$ cat src/rtl/wb_regfile_pkg.sv
// Shared constants, writeback-select encoding and record types for wb_regfile.
// Trace records are only consumed when WB_TRACE_EN is defined.
package wb_regfile_pkg;

  localparam int XLEN  = 32;
  localparam int NREGS = 32;
  localparam int RETW  = 64;
  localparam int AW    = $clog2(NREGS);

  localparam logic [AW-1:0] REG_ZERO = 5'd0;

  typedef enum logic {
    WB_SEL_ALU = 1'b0,
    WB_SEL_MEM = 1'b1
  } wbSel_e;

  // Single write port request into the register array.
  typedef struct packed {
    logic            we;
    logic [AW-1:0]   addr;
    logic [XLEN-1:0] data;
  } wrReq_t;

  // One retired instruction as seen by the trace port.
  typedef struct packed {
    logic [31:0]     instr;
    logic [AW-1:0]   rd;
    logic [XLEN-1:0] value;
  } traceRec_t;

  function automatic logic [XLEN-1:0] wbSelect(input wbSel_e sel,
                                               input logic [XLEN-1:0] aluVal,
                                               input logic [XLEN-1:0] memVal);
    return (sel == WB_SEL_MEM) ? memVal : aluVal;
  endfunction

endpackage

$ cat src/rtl/wb_regfile_2r1w.sv
// regfile_2r1w: NR x DW storage, one write port, NRD combinational read ports
// with same-cycle write-to-read bypass. Entry 0 is never written and reads 0.
module regfile_2r1w
  import wb_regfile_pkg::*;
#(
  parameter int DW  = XLEN,
  parameter int NR  = NREGS,
  parameter int NRD = 2
) (
  input  logic                          clk,
  input  logic                          rst,
  input  wrReq_t                        wrReq,
  input  logic [NRD-1:0][AW-1:0]        rdAddr,
  output logic [NRD-1:0][DW-1:0]        rdData
);

  logic [DW-1:0] regs [NR];

  // Storage update: synchronous clear on reset, otherwise single qualified write.
  always_ff @(posedge clk) begin
    if (!rst) begin
      for (int i = 0; i < NR; i++) regs[i] <= '0;
    end else if (wrReq.we && (wrReq.addr != REG_ZERO)) begin
      regs[wrReq.addr] <= wrReq.data;
    end
  end

  // Per-port read: x0 forced to zero, then bypass of the in-flight write, then storage.
  for (genvar p = 0; p < NRD; p++) begin : gRd
    assign rdData[p] = (rdAddr[p] == REG_ZERO)                 ? '0          :
                       (wrReq.we && (rdAddr[p] == wrReq.addr)) ? wrReq.data  :
                                                                 regs[rdAddr[p]];
  end

endmodule

$ cat src/rtl/wb_regfile.sv
// wb_regfile: writeback mux, write qualifier, 32x32 register file with two
// bypassed read ports and a 64-bit retired-instruction counter.
// Optional trace port enabled by defining WB_TRACE_EN.
module wb_regfile
  import wb_regfile_pkg::*;
(
  input  logic            clk,
  input  logic            rst,
  input  logic            en,
  input  logic            wb_valid,
  input  logic [XLEN-1:0] wb_alu_out,
  input  logic [XLEN-1:0] wb_data_out,
  input  logic [4:0]      wb_rd,
  input  logic            wb_reg_write,
  input  logic            wb_mem_to_reg,
  input  logic [4:0]      rs1_addr,
  input  logic [4:0]      rs2_addr,
  output logic [XLEN-1:0] rs1_data,
  output logic [XLEN-1:0] rs2_data,
  output logic [XLEN-1:0] wb_value,
`ifdef WB_TRACE_EN
  input  logic [31:0]     wb_instr,
  output logic            trace_valid,
  output logic [31:0]     trace_instr,
  output logic [4:0]      trace_rd,
  output logic [XLEN-1:0] trace_value,
`endif
  output logic [RETW-1:0] retire_count
);

  logic                     retire;
  logic                     we;
  wrReq_t                   wrReq;
  logic [1:0][AW-1:0]       rdAddr;
  logic [1:0][XLEN-1:0]     rdData;
  logic [RETW-1:0]          retireCnt;

  // Writeback value is exported unconditionally for EX forwarding.
  assign wb_value = wbSelect(wbSel_e'(wb_mem_to_reg), wb_alu_out, wb_data_out);

  // A stalled slot or a bubble never writes, counts, or bypasses.
  assign retire = en & wb_valid;
  assign we     = retire & wb_reg_write & (wb_rd != REG_ZERO);

  assign wrReq  = '{we: we, addr: wb_rd, data: wb_value};
  assign rdAddr = {rs2_addr, rs1_addr};

  regfile_2r1w #(.DW(XLEN), .NR(NREGS), .NRD(2)) uRf (
    .clk    (clk),
    .rst    (rst),
    .wrReq  (wrReq),
    .rdAddr (rdAddr),
    .rdData (rdData)
  );

  assign rs1_data = rdData[0];
  assign rs2_data = rdData[1];

  // Retire counter: one per valid, non-stalled slot; wraps silently.
  always_ff @(posedge clk) begin
    if (!rst)        retireCnt <= '0;
    else if (retire) retireCnt <= retireCnt + 1'b1;
  end

  assign retire_count = retireCnt;

`ifdef WB_TRACE_EN
  localparam int STAGES = 1;

  logic [STAGES:0] vld_pipe;
  traceRec_t       traceQ;

  assign vld_pipe[0] = retire;

  // Trace record capture: rd/value zeroed when the retiring slot did not write.
  always_ff @(posedge clk) begin
    if (!rst) begin
      vld_pipe[STAGES:1] <= '0;
      traceQ             <= '0;
    end else begin
      vld_pipe[STAGES:1] <= vld_pipe[STAGES-1:0];
      if (retire) begin
        traceQ.instr <= wb_instr;
        traceQ.rd    <= we ? wb_rd    : REG_ZERO;
        traceQ.value <= we ? wb_value : '0;
      end
    end
  end

  assign trace_valid = vld_pipe[STAGES];
  assign trace_instr = traceQ.instr;
  assign trace_rd    = traceQ.rd;
  assign trace_value = traceQ.value;
`endif

endmodule

$ cat config.mk
export PLATFORM = sky130hd
export DESIGN_NAME = wb_regfile
export DESIGN_NICKNAME = d
export VERILOG_FILES = /design/src/rtl/wb_regfile_pkg.sv /design/src/rtl/wb_regfile_2r1w.sv /design/src/rtl/wb_regfile.sv
export SDC_FILE = /design/constraint.sdc
export NUM_CORES = 2
export LEC_CHECK = 0
export BUFFER_PORTS_ARGS = -buffer_cell sky130_fd_sc_hd__buf_2
export CORE_MARGIN = 5
export CORE_UTILIZATION = 40
export CTS_CLUSTER_DIAMETER = 30
export DETAILED_ROUTE_END_ITERATION = 10
export HOLD_SLACK_MARGIN = 0.06
export PLACE_DENSITY = 0.69
export SLEW_MARGIN = 25
export SYNTH_ARGS = -nofsm -noshare
export SYNTH_HDL_FRONTEND = slang
export SYNTH_SLANG_ARGS = --single-unit
$ cat constraint.sdc
create_clock -name clk -period 2.4 [get_ports clk]
set_input_delay 0.12 -clock clk [delete_from_list [all_inputs] [get_ports clk]]
set_output_delay 0.12 -clock clk [all_outputs]
set_load 0.01 [all_outputs]
==> run summary <==
Final setup vio count -> 65
Status -> finished with violations
Number of global-route vias before repair -> 44,940
Register bit total from synthesis -> 1,088
Final period util -> 130.8%
Clock latency on the worst-skew pair -> 0.86 ns
Drt via density -> 6.463
Critical path, cell by cell -> mux4_2 > mux4_2 > a221oi_4 > a21oi_2 > buf_2
Fin crit period -> 3.139 ns
Util after Layout -> 53.19%
CP Capture Type -> output port
Worst slew pin tran -> 0.8232 ns
Final hold violations -> 0
Syn Inst Count -> 4,111
Buf/Inv on CP -> 1
Xor and xnor area share after synthesis -> 0.9292%
Die area -> 149,000 um2
Cell Area, Synth -> 56,560 um2
CP max stage cell -> mux4_2
CTS tree -> built
GRT Util Overall -> 29.62%
Net total in the final layout -> 4,841
Initial antenna violation count -> 6
Mean Syn Cell Area -> 13.76 um2
Layout cells sized above 1 -> 40.59%
Slew Limit Fails -> 0
CTS Sinks -> 1,088
DRC viols -> 0
Slew headroom -> 45.12%
DP Area -> 64,250 um2
Initial DRC count -> 7,609
Register area share after synthesis -> 56.63%
Crit path arrival time -> 3.02 ns
Clock skew -> 0.01963 ns
Routed wire per std cell -> 32.73 um
Total of max-cap violations -> 0
Ys Warns -> 0
Final Power -> 62.80 mW
Final Cell Area -> 75,040 um2
Crit start category -> flop
Synth Area in Simple Gates -> 10.35%
Setup TNS -> -27.76 ns
Die X -> 386.0 um
Failing checks -> negative setup slack
Crit Path Max Fanout -> 2
Critical path class -> flop to output port
Synth-to-layout area growth -> 32.68%
PortBufs -> 244
Die Span Y -> 386.0 um
IO Pins -> 245
Grt ovf -> 0
CTS max path bufs -> 3
Initial Util -> 40.09%
Ant diodes -> 0
# H-tree levels -> 4
RSZ-0062 raised after global routing -> yes
Std cell rows -> 138
Clock-pin slew of the registers on the worst-case setup and hold paths -> 0.05 ns
Final worst slack -> -0.7387 ns
RePlAce Congestion -> 0.9342
Top FF cell, synth -> edfxtp_1
Post-detail-place hpwl -> 139,500 um
First-pass GRT wire length -> 315,800 um
Synth Area in Adders -> 0.02212%
EDFF count, synth -> 1,024
PwrDens -> 836.8 nW/um2
Routed vias -> 44,200
Most used cell along the critical path -> mux4_2
CTS Root Cell -> clkbuf_16
Yosys cell types -> 60
Combinational family with the most area after synthesis -> multiplexers
Leak -> 27.35 nW
Compound-Gate Fraction of Synth Area -> 4.646%
Pin count of the biggest net entering global routing -> 58
Peak supply drop -> 0.0006869 V
Drt first pass iters -> 7
Final wirelength -> 223,900 um
Num CTS Buffers -> 228
Core Box Area -> 141,100 um2
CP top delay family -> multiplexers
Final antenna-violating net count -> 0
HP Class -> primary input to flop
Ys async rst share -> 0%
Mux cell area share after synthesis -> 23.41%
Fmax -> 0.3186 GHz
WP data required -> 2.28 ns
Slowest stage delay, CP -> 0.57 ns
==> repair_timing <==
item,in CTS,in global routing
pin swaps,135,69
resized for setup,328,94
hold buffers,77,0
buffers inserted,11,6
endpoints found under the setup margin,64,73
endpoints found under the hold margin,1002,0
==> through the flow <==
step	instances	setup slack (ns)	hold slack, ns
final	6839	-0.7387	0.2665
after CTS	6841	-0.7122	0.1995
after floorplan	4142	0.1339	0.3633
after global routing	6839	-0.7384	0.2490
after detailed placement	6354	-0.4212	0.4820
after global placement	6354	-0.4065	0.4739
==> routing by layer <==
metal	track usage (%)	part of all wire, %	vias up
met5	0	0.025	-
met3	11.36	17	842
met2	43.31	43	4328
met4	16.50	6.3	10
li1	-	-	17040
met1	37.93	33	21990
==> state kept, by name (all words and copies together), names as in the netlist <==
| name | count |
|---|---|
| retire_count | 64 |
| uRf.regs | 1024 |
==> layout make-up <==
class                      instances  area, um2
clock buffer                     256       5811
tap                             1890       2365
timing repair buffer             803       7516
fill                           11070      66030
clock inverter                   168       2232
multi-input combinational       2577      24870
sequential                      1088      32030
inverter                          57      219.0
==> cells in the mapped netlist (all sizes together), types with 30 or more instances <==
library cell	n	area, um2
nand3	30	155.1
a211oi	105	788.3
inv	56	210.2
clkbuf	286	1114
buf	133	927.1
nor2b	50	312.8
mux2i	211	2112
o21ai	54	270.3
dfxtp	64	1281
nor2	1063	3990
a221oi	55	494.2
mux4	493	11110
xnor2	40	350.3
nand2	120	450.4
o22ai	42	262.8
a21oi	85	425.4
edfxtp	1024	30750
==> where the power goes <==
part,switching (mW),internal [mW]
Sequential,0.548,21.7
Clock,11.4,21.2
Combinational,4.49,3.44
Total,16.4,46.4
==> kinds of logic (layout without fill, tap and decap cells) <==
group,count (synthesis),in the layout
AO/OA/AOI/OAI,391,391
other,1,32
XOR/XNOR,60,60
adder cells (fa/ha/maj),1,1
buffers and inverters,477,1284
AND/OR/NAND/NOR,1387,1387
multiplexers,706,706
flip-flops,1088,1088
==> worst paths after layout <==
path                          from                to  slack (ns)  depth (start not counted)
setup reg to reg  retire_count[16]  retire_count[46]        0.16                          6
setup / recovery  uRf.regs[11][12]      rs2_data[12]       -0.74                          5
hold / removal            wb_rd[4]   uRf.regs[2][15]        0.27                          6
hold reg to reg   retire_count[46]  retire_count[46]        0.49                          2
==> worst min-delay path, stage by stage <==
cell	delay, ns
buf_2	0.20
nor3_2	0.07
buf_4	0.16
nand2_2	0.10
nand2_2	0.08
buf_12	0.19
==> cells in the final DEF (no fill, tap or decap), drive strengths merged, types with 54 or more instances in the layout <==
cell type,count
buf,730
mux2i,211
mux4,493
a221oi,55
clkinv,84
inv,78
nor2,1063
a21oi,85
nand2,120
edfxtp,1024
a211oi,105
dfxtp,64
clkbuf,258
dlygate4sd3,70
o21ai,54
(Power assumes the default switching activity.)
